--- src/rtl/tdm_deframer_pkg.sv ---
// tdm_pkg: shared types and checks for the TDM deframer.
//   state_t     - framing state (HUNT, LOCK)
//   LEGAL_CH    - the channel counts the demux stage can be built for
//   ch_is_legal - constant function used to reject unsupported CH values
package tdm_pkg;

  typedef enum logic {
    HUNT = 1'b0,
    LOCK = 1'b1
  } state_t;

  localparam int LEGAL_CH [3] = '{2, 4, 8};

  function automatic bit ch_is_legal(input int ch);
    return (ch == LEGAL_CH[0]) || (ch == LEGAL_CH[1]) || (ch == LEGAL_CH[2]);
  endfunction

endpackage

--- src/rtl/tdm_deframer_if.sv ---
// tdm_deframer_if: serial-in / frame-out bus of the TDM deframer.
//   y, en, fsync        - serial bit, bit strobe, frame marker (source -> deframer)
//   sel                 - current channel select (deframer -> demux / source)
//   o, frame_valid      - last complete frame and its one-cycle update pulse
//   locked, sync_err    - framing status
// Modports: master = bit source side, slave = deframer side.
interface tdm_deframer_if #(
  parameter int CH = 8
) ();
  localparam int SEL_W = $clog2(CH);

  logic             y;
  logic             en;
  logic             fsync;
  logic [SEL_W-1:0] sel;
  logic [CH-1:0]    o;
  logic             frame_valid;
  logic             locked;
  logic             sync_err;

  modport master (
    output y, en, fsync,
    input  sel, o, frame_valid, locked, sync_err
  );

  modport slave (
    input  y, en, fsync,
    output sel, o, frame_valid, locked, sync_err
  );
endinterface

--- src/rtl/tdm_deframer_demux.sv ---
// 1:N demultiplexers that steer one input bit to the output picked by sel.
// The deframer feeds them with the bit strobe, so their one-hot outputs
// act as per-channel write enables.
//   demux1_2: y, sel (1 bit), scalar outputs o0/o1
//   demux1_4: y, sel (2 bits), o[3:0]
//   demux1_8: y, sel (3 bits), o[7:0]
module demux1_2 (
  input  logic y,
  input  logic sel,
  output logic o0,
  output logic o1
);
  assign o0 = y & ~sel;
  assign o1 = y & sel;
endmodule

module demux1_4 (
  input  logic       y,
  input  logic [1:0] sel,
  output logic [3:0] o
);
  assign o = {3'b000, y} << sel;
endmodule

module demux1_8 (
  input  logic       y,
  input  logic [2:0] sel,
  output logic [7:0] o
);
  assign o = {7'b000_0000, y} << sel;
endmodule

--- src/rtl/tdm_deframer.sv ---
// tdm_deframer: serial TDM deframer. Hunts for the frame marker, then steps
// the channel select once per bit strobe, collects bits into a shadow word
// and publishes a complete CH-bit frame on o with a one-cycle frame_valid.
// Ports:
//   clk  - rising-edge clock
//   rst  - synchronous active-high reset
//   bus  - tdm_deframer_if.slave (y, en, fsync in; sel, o, frame_valid,
//          locked, sync_err out)
// Parameter CH: 2, 4 or 8 channels.
// Build option TDM_SYNC_CHECK_EN: when defined, misplaced or missing fsync
// in LOCK raises sync_err and realigns / drops back to HUNT; otherwise LOCK
// free-runs and sync_err is tied low.
import tdm_pkg::*;

module tdm_deframer #(
  parameter int CH = 8
) (
  input  logic          clk,
  input  logic          rst,
  tdm_deframer_if.slave bus
);
  localparam int SEL_W = $clog2(CH);
  localparam logic [SEL_W-1:0] SEL_LAST = SEL_W'(CH - 1);
  localparam logic [SEL_W-1:0] SEL_ONE  = SEL_W'(1);

  if (!ch_is_legal(CH)) begin : g_ch_check
    $error("tdm_deframer: CH must be 2, 4 or 8");
  end

  state_t           state, state_n;
  logic [SEL_W-1:0] sel_q, sel_n;
  logic [CH-1:0]    shadow, shadow_n;
  logic [CH-1:0]    o_q, o_n;
  logic             fv_q, fv_n;
  logic [CH-1:0]    we;

  // The strobe demuxed by the current select gives the shadow write enable.
  if (CH == 2) begin : g_dmx2
    demux1_2 u_demux (.y(bus.en), .sel(sel_q), .o0(we[0]), .o1(we[1]));
  end else if (CH == 4) begin : g_dmx4
    demux1_4 u_demux (.y(bus.en), .sel(sel_q), .o(we));
  end else begin : g_dmx8
    demux1_8 u_demux (.y(bus.en), .sel(sel_q), .o(we));
  end

`ifdef TDM_SYNC_CHECK_EN
  logic err_q, err_n;
`endif

  // Next-state logic: hunting for the marker, then a flywheel over channels.
  always_comb begin
    state_n  = state;
    sel_n    = sel_q;
    shadow_n = shadow;
    o_n      = o_q;
    fv_n     = 1'b0;
`ifdef TDM_SYNC_CHECK_EN
    err_n    = 1'b0;
`endif
    case (state)
      HUNT: begin
        if (bus.en && bus.fsync) begin
          shadow_n[0] = bus.y;
          sel_n       = SEL_ONE;
          state_n     = LOCK;
        end
      end
      LOCK: begin
        if (bus.en) begin
`ifdef TDM_SYNC_CHECK_EN
          if (bus.fsync && (sel_q != '0)) begin
            // Marker arrived early: abandon this frame and restart at channel 0.
            err_n       = 1'b1;
            shadow_n[0] = bus.y;
            sel_n       = SEL_ONE;
          end else if (!bus.fsync && (sel_q == '0)) begin
            // Marker missing at a frame boundary: lose lock, drop the bit.
            err_n   = 1'b1;
            state_n = HUNT;
          end else
`endif
          begin
            for (int k = 0; k < CH; k++) begin
              if (we[k]) shadow_n[k] = bus.y;
            end
            if (sel_q == SEL_LAST) begin
              o_n   = shadow_n;
              fv_n  = 1'b1;
              sel_n = '0;
            end else begin
              sel_n = sel_q + 1'b1;
            end
          end
        end
      end
      default: state_n = HUNT;
    endcase
  end

  // State and output registers; reset discards any partial frame.
  always_ff @(posedge clk) begin
    if (rst) begin
      state  <= HUNT;
      sel_q  <= '0;
      shadow <= '0;
      o_q    <= '0;
      fv_q   <= 1'b0;
`ifdef TDM_SYNC_CHECK_EN
      err_q  <= 1'b0;
`endif
    end else begin
      state  <= state_n;
      sel_q  <= sel_n;
      shadow <= shadow_n;
      o_q    <= o_n;
      fv_q   <= fv_n;
`ifdef TDM_SYNC_CHECK_EN
      err_q  <= err_n;
`endif
    end
  end

  assign bus.sel         = sel_q;
  assign bus.o           = o_q;
  assign bus.frame_valid = fv_q;
  assign bus.locked      = (state == LOCK);
`ifdef TDM_SYNC_CHECK_EN
  assign bus.sync_err    = err_q;
`else
  assign bus.sync_err    = 1'b0;
`endif

endmodule

--- src/flat_wrapper.sv ---
// flat-port wrapper written by rule: the top's interface ports become plain ports
module tdm_deframer_flat 
#(
  parameter int CH = 8
)
  (clk, rst, bus_y, bus_en, bus_fsync, bus_sel, bus_o, bus_frame_valid, bus_locked, bus_sync_err);
  tdm_deframer_if #(.CH(CH)) bus_i ();
  input  logic clk;
  input  logic rst;
  input wire logic [$bits(bus_i.y)-1:0] bus_y;
  input wire logic [$bits(bus_i.en)-1:0] bus_en;
  input wire logic [$bits(bus_i.fsync)-1:0] bus_fsync;
  output wire logic [$bits(bus_i.sel)-1:0] bus_sel;
  output wire logic [$bits(bus_i.o)-1:0] bus_o;
  output wire logic [$bits(bus_i.frame_valid)-1:0] bus_frame_valid;
  output wire logic [$bits(bus_i.locked)-1:0] bus_locked;
  output wire logic [$bits(bus_i.sync_err)-1:0] bus_sync_err;
  assign bus_i.y = bus_y;
  assign bus_i.en = bus_en;
  assign bus_i.fsync = bus_fsync;
  assign bus_sel = bus_i.sel;
  assign bus_o = bus_i.o;
  assign bus_frame_valid = bus_i.frame_valid;
  assign bus_locked = bus_i.locked;
  assign bus_sync_err = bus_i.sync_err;
  tdm_deframer #(.CH(CH)) u_core (.clk(clk), .rst(rst), .bus(bus_i));
endmodule
--- config.mk ---
export PLATFORM = sky130hd
export DESIGN_NAME = tdm_deframer_flat
export DESIGN_NICKNAME = d
export VERILOG_FILES = /design/src/rtl/tdm_deframer_pkg.sv /design/src/rtl/tdm_deframer_if.sv /design/src/rtl/tdm_deframer_demux.sv /design/src/rtl/tdm_deframer.sv /design/src/flat_wrapper.sv
export SDC_FILE = /design/constraint.sdc
export NUM_CORES = 1
export LEC_CHECK = 0
export CAP_MARGIN = 20
export CORE_UTILIZATION = 45
export CTS_CLUSTER_SIZE = 10
export DETAILED_ROUTE_END_ITERATION = 8
export PLACE_DENSITY = 0.8
export SLEW_MARGIN = 20
export SYNTH_ARGS = -nofsm -noshare
export SYNTH_HDL_FRONTEND = slang
export SYNTH_SLANG_ARGS = --single-unit
--- constraint.sdc ---
create_clock -name clk -period 3.8 [get_ports clk]
set_input_delay 0.76 -clock clk [delete_from_list [all_inputs] [get_ports clk]]
set_output_delay 0.76 -clock clk [all_outputs]
set_load 0.05 [all_outputs]
==> results of run 1 <==
==> sequential cells by signal (all words and copies together), names as in the netlist <==
register / flops
u_core.bus.sel: 3
u_core.shadow: 8
u_core.bus.o: 8
u_core.bus.locked: 1
u_core.bus.frame_valid: 1
==> cell type report <==
class / instances / area (µm²)
fillers: 202 / 973
multi-input cells: 86 / 561
flip-flops and latches: 21 / 420
repair buffers: 17 / 170
well taps: 28 / 35.0
clock buffers: 3 / 22.5
clock inverters: 1 / 5.00
inverters: 1 / 3.75
==> through the flow <==
stage | area, µm² | cells | hold WS (ns) | utilization, %
after CTS | 1220 | 157 | 0.494 | 55.6
after global placement | 1190 | 153 | 0.460 | 54.3
after detailed placement | 1190 | 153 | 0.476 | 54.3
after floorplan | 1040 | 117 | 0.453 | -
after global routing | 1220 | 157 | 0.537 | 55.6
final | 1220 | 157 | 0.497 | 55.6
==> power groups by stage <==
stage	registers (mW)	clock network (mW)	logic, mW
final	0.230	0.107	0.0392
after global routing	0.231	0.126	0.0436
after CTS	0.230	0.112	0.0392
after detailed placement	0.235	0	0.0392
after global placement	0.234	0	0.0385
after floorplan	0.236	0	0.0276
==> path summary, 6_finish.rpt <==
kind         slack (ns)              start          endpoint
max                1.17  u_core.bus.sel[0]        bus_sel[0]
min                0.50   u_core.shadow[7]  u_core.shadow[7]
max reg2reg        1.77  u_core.bus.sel[0]   u_core.bus.o[3]
min reg2reg        0.50   u_core.shadow[7]  u_core.shadow[7]
==> per-layer routing <==
| layer | vias to the layer above | wire length, µm |
|---|---|---|
| met2 | 18 | 889 |
| met3 | 5 | 53 |
| li1 | 429 | - |
| met5 | - | 0 |
| met4 | 0 | 31 |
| met1 | 379 | 973 |
==> cells in the final DEF, fill, tap and decap left out, types with 2 or more instances in the layout <==
cell type,count
nor2_1,21
dfxtp_1,21
clkdlybuf4s50_1,17
mux2i_1,12
a211oi_1,6
a21oi_1,6
nand2_1,5
nor3_1,5
o21ai_0,5
clkbuf_4,3
or3_1,2
nand2b_2,2
nor2b_1,2
or2_1,2
a211oi_2,2
nor3_2,2
ha_1,2
==> cell families (layout without fill, tap and decap cells) <==
family | count (synthesis) | after routing | share of synthesized area (%)
fa+ha+maj | 2 | 2 | 2.41
other cells | 1 | 1 | 0.361
simple gates | 47 | 47 | 23.7
compound gates | 23 | 23 | 14.8
flops | 21 | 21 | 40.5
mux | 13 | 13 | 12.7
buf+inv | 10 | 22 | 5.54
==> flow_summary.yaml, run 1 <==
status:
  status: "complete, no violations"
final_layout:
  drive_gt1_share_pct: 11.6
  area_growth_syn_to_layout_pct: 17.2
  n_antenna_cell: 0
  finalNetCount: 137
logic_synthesis:
  synth_nets: 124
  syn_avg_cell_area_um2: 8.88
  syn_area_mm2: 0.00104
  syn_inst: 117
  yosys_most_used_dff: "dfxtp_1"
  synth_common_cells: "dfxtp_1, nor2_1, mux2i_1, a211oi_1, a21oi_1"
  synth_edf_count: 0
  synthArstFlopShare_pct: 0
  synth_top_area_share_pct: 40.5
  synth-seq-cells: 21
  synth_cell_types: 31
  synth_area_leaders: "dfxtp_1, mux2i_1, nor2_1, a211oi_1, buf_4"
  yosysTopAreaCell: "dfxtp_1"
  ys_warn_count: 0
  synth_seq_area_share_pct: 40.5
pwr:
  p_total_mw: 0.376
  irDropWorstVdd_v: 0.000182
  p_clk_share_pct: 28.5
  p_switching_mw: 0.0994
  p_sw_share_pct: 26.4
  internal_power_mw: 0.277
  power_density_mw_per_mm2: 309
  p_leak_nw: 0.412
  power_frac_seq_pct: 61.1
  combinationalPowerShare_pct: 10.4
floorplanning:
  core_mm2: 0.00219
  ioPinCount: 19
  dieArea_mm2: 0.00250
  fp.dieH_um: 50.0
  std_cell_rows: 17
  die_w_um: 50.0
  initial_core_util_pct: 47.4
global_routing:
  grtUsageMet1_pct: 22.6
  grt_pass1_vias: 741
  gr-total-overflow: 0
  grt_usage_pct: 17.8
  top_usage_layer: "met2"
  antenna_found_initial: 0
  use_met2_pct: 28.9
  met3_usage_pct: 2.78
  grt_pass1_wl_um: 3340
  grt_max_degree: 23
timing:
  fmax_ghz: 0.380
  worst_clock_skew_ns: 0.00789
  tns_ns: 0
  maxSlewHeadroom_pct: 49.2
  finalWorstSetupSlack_ns: 1.17
  finalHoldViolCount: 0
  worst_pin_slew_ns: 0.759
  finalSetupViolCount: 0
  rsz0062_at_grt: "no"
  period_minus_slack_ns: 2.63
  finalMaxSlewViolations: 0
  period_share_pct: 69.2
detailed_routing:
  wire_per_inst_um: 12.4
  first_pass_iters: 4
  vias_per_cell: 5.29
  drc_errors: 0
  drtAntennaViolNets: 0
  vias: 831
  totalWireLength_um: 1950
  drtIter0Drc: 26
worst_setup_path:
  path_buf_inv: 1
  reg2regPathDepth: 5
  critical_path.max_stage_delay_ns: 0.90
  cp.arrival_ns: 1.87
  cp-end-kind: "output pin"
  worstPathRequired_ns: 3.04
  critical-path-top-delay-family: "buffers and inverters"
  path_cells: "clkdlybuf4s50_1"
  critPathKind: "reg2out"
  slowest_stage: "clkdlybuf4s50_1"
  start_kind: "register"
  worstPathMaxFanout: 14
  crit_cells: 1
clocking:
  cts_tree: "yes"
  cts_buffers: 3
  cts_resized: 0
  path_clk_slew_ns: 0.12
  cts_setup_buffers: 0
  hold_buffers: 0
  cts_htree_levels: 1
  root_buffer: "clkbuf_4"
  cts_buffer_depth: 2
  clock-sinks: 21
  worstSkewPairLatency_ns: 0.31
placed_design:
  place_ws_ns: 1.36
  hpwl_um: 1370
  port_buffers: 17
  place_congestion: 0.843
run:
  drv_cap: 0
worst_hold_path:
  whs_path_depth: 2
  hp-class: "reg2reg"
No activity file was read; power rests on OpenSTA's default activity.
==> run 2: changes to the inputs <==
==> constraint.sdc (replaced) <==
create_clock -name clk -period 2.5 [get_ports clk]
set_input_delay 0.5 -clock clk [delete_from_list [all_inputs] [get_ports clk]]
set_output_delay 0.5 -clock clk [all_outputs]
set_load 0.05 [all_outputs]
==> run 2 against run 1 <==
  * Die area unchanged
  * Wire length down 0.92%
  * Count of clock-buffer cells in the layout unchanged
  * Combinational power up 61%
  * Largest cell class unchanged
  * Largest power group unchanged
==> flow_summary.yaml, run 2 (synthesis gave the netlist of run 1 again) <==
timing:
  period_minus_slack_ns: 2.36
  fmax_ghz: 0.424
  finalWorstSetupSlack_ns: 0.144
  worst_clock_skew_ns: 0.00131
  worst_pin_slew_ns: 0.549
  finalMaxSlewViolations: 0
  finalSetupViolCount: 0
  finalHoldViolCount: 0
  maxSlewHeadroom_pct: 63.4
  rsz0062_at_grt: "no"
  tns_ns: 0
  hold_ws_ns: 0.484
  period_share_pct: 94.2
detailed_routing:
  drc_errors: 0
  met3_length_um: 62
  first_pass_iters: 4
  drtAntennaViolNets: 0
  top_layer_used: "met4"
  routedLengthMet1_um: 1000
  wire_per_inst_um: 12.1
  drtIter0Drc: 18
  vias: 824
  vias_per_cell: 5.18
  totalWireLength_um: 1930
  wl_met2_um: 852
clocking:
  clock-sinks: 21
  root_buffer: "clkbuf_4"
  cts_resized: 0
  path_clk_slew_ns: 0.11
  cts_tree: "yes"
  worstSkewPairLatency_ns: 0.30
  cts_buffers: 3
  hold_buffers: 0
  cts_setup_buffers: 0
  cts_buffer_depth: 2
  cts_htree_levels: 1
worst_hold_path:
  hp-class: "reg2reg"
run:
  drv_cap: 0
floorplanning:
  core_mm2: 0.00219
  dieArea_mm2: 0.00250
  fp.dieH_um: 50.0
  ioPinCount: 19
  std_cell_rows: 17
  die_w_um: 50.0
  initial_core_util_pct: 47.4
final_layout:
  final_core_util_pct: 56.3
  final_cell_mix: "nor2_1, dfxtp_1, clkdlybuf4s50_1, mux2i_1"
  area_growth_syn_to_layout_pct: 18.7
  finish.instance_area_mm2: 0.00123
  finalNetCount: 139
  final_cells: 159
  drive_gt1_share_pct: 13.0
  n_antenna_cell: 0
pwr:
  power_density_mw_per_mm2: 463
  irDropWorstVdd_v: 0.000414
  p_sw_share_pct: 25.8
  power_frac_seq_pct: 61.3
  p_leak_nw: 0.422
  combinationalPowerShare_pct: 11.1
  p_clk_share_pct: 27.6
  internal_power_mw: 0.423
  p_switching_mw: 0.147
  p_total_mw: 0.570
status:
  status: "complete, no violations"
global_routing:
  grt_pass1_vias: 765
  grt_max_degree: 18
  gr-total-overflow: 0
  antenna_found_initial: 0
  grt_usage_pct: 18.5
  grt_pass1_wl_um: 3530
placed_design:
  place_ws_ns: 0.357
  place_congestion: 0.837
  port_buffers: 17
  place_area_mm2: 0.00120
  hpwl_um: 1400
  dpl.cell_count: 155
worst_setup_path:
  critPathKind: "reg2out"
  start_kind: "register"
  critical-path-top-delay-family: "buffers and inverters"
  critical_path.max_stage_delay_ns: 0.90
  path_buf_inv: 1
  cp.arrival_ns: 1.86
  worstPathMaxFanout: 14
  path_cells: "clkdlybuf4s50_1"
  cp-end-kind: "output pin"
  worstPathRequired_ns: 2.00
  slowest_stage: "clkdlybuf4s50_1"
-- run 2: cell type report --
class	instances	area, µm²
flip-flops and latches	21	420
inverters	1	3.75
well taps	28	35.0
clock inverters	1	5.00
fillers	199	958
clock buffers	3	22.5
repair buffers	19	185
multi-input cells	86	561
-- run 2: power by group through the flow --
stage	logic (mW)	registers, mW	clock network, mW
4_1_cts	0.0631	0.349	0.166
3_5_place_dp	0.0628	0.357	0
6_report	0.0632	0.349	0.158
2_1_floorplan	0.0420	0.359	0
5_1_grt	0.0693	0.351	0.179
3_3_place_gp	0.0616	0.357	0
-- run 2: per-layer routing --
| layer | vias to the layer above | global-route usage [%] |
|---|---|---|
| li1 | 434 | - |
| met1 | 371 | 25.7 |
| met2 | 17 | 28.4 |
| met3 | 2 | 3.70 |
| met4 | 0 | 5.71 |
| met5 | - | 0 |
-- run 2: worst paths after layout --
| check | end | slack (ns) | from | depth (start not counted) |
|---|---|---|---|---|
| setup reg to reg | u_core.bus.o[4] | 0.49 | u_core.bus.sel[0] | 5 |
| hold reg to reg | u_core.shadow[7] | 0.48 | u_core.shadow[7] | 2 |
| hold / removal | u_core.shadow[7] | 0.48 | u_core.shadow[7] | 2 |
| setup / recovery | bus_sel[0] | 0.14 | u_core.bus.sel[0] | 1 |
-- run 2: worst reg2reg max path, stage by stage (launching register included) --
cell and delay, ns:
dfxtp_1 0.66, ha_1 0.24, ha_1 0.20, and3_1 0.52, nor2_1 0.08, a211oi_1 0.23
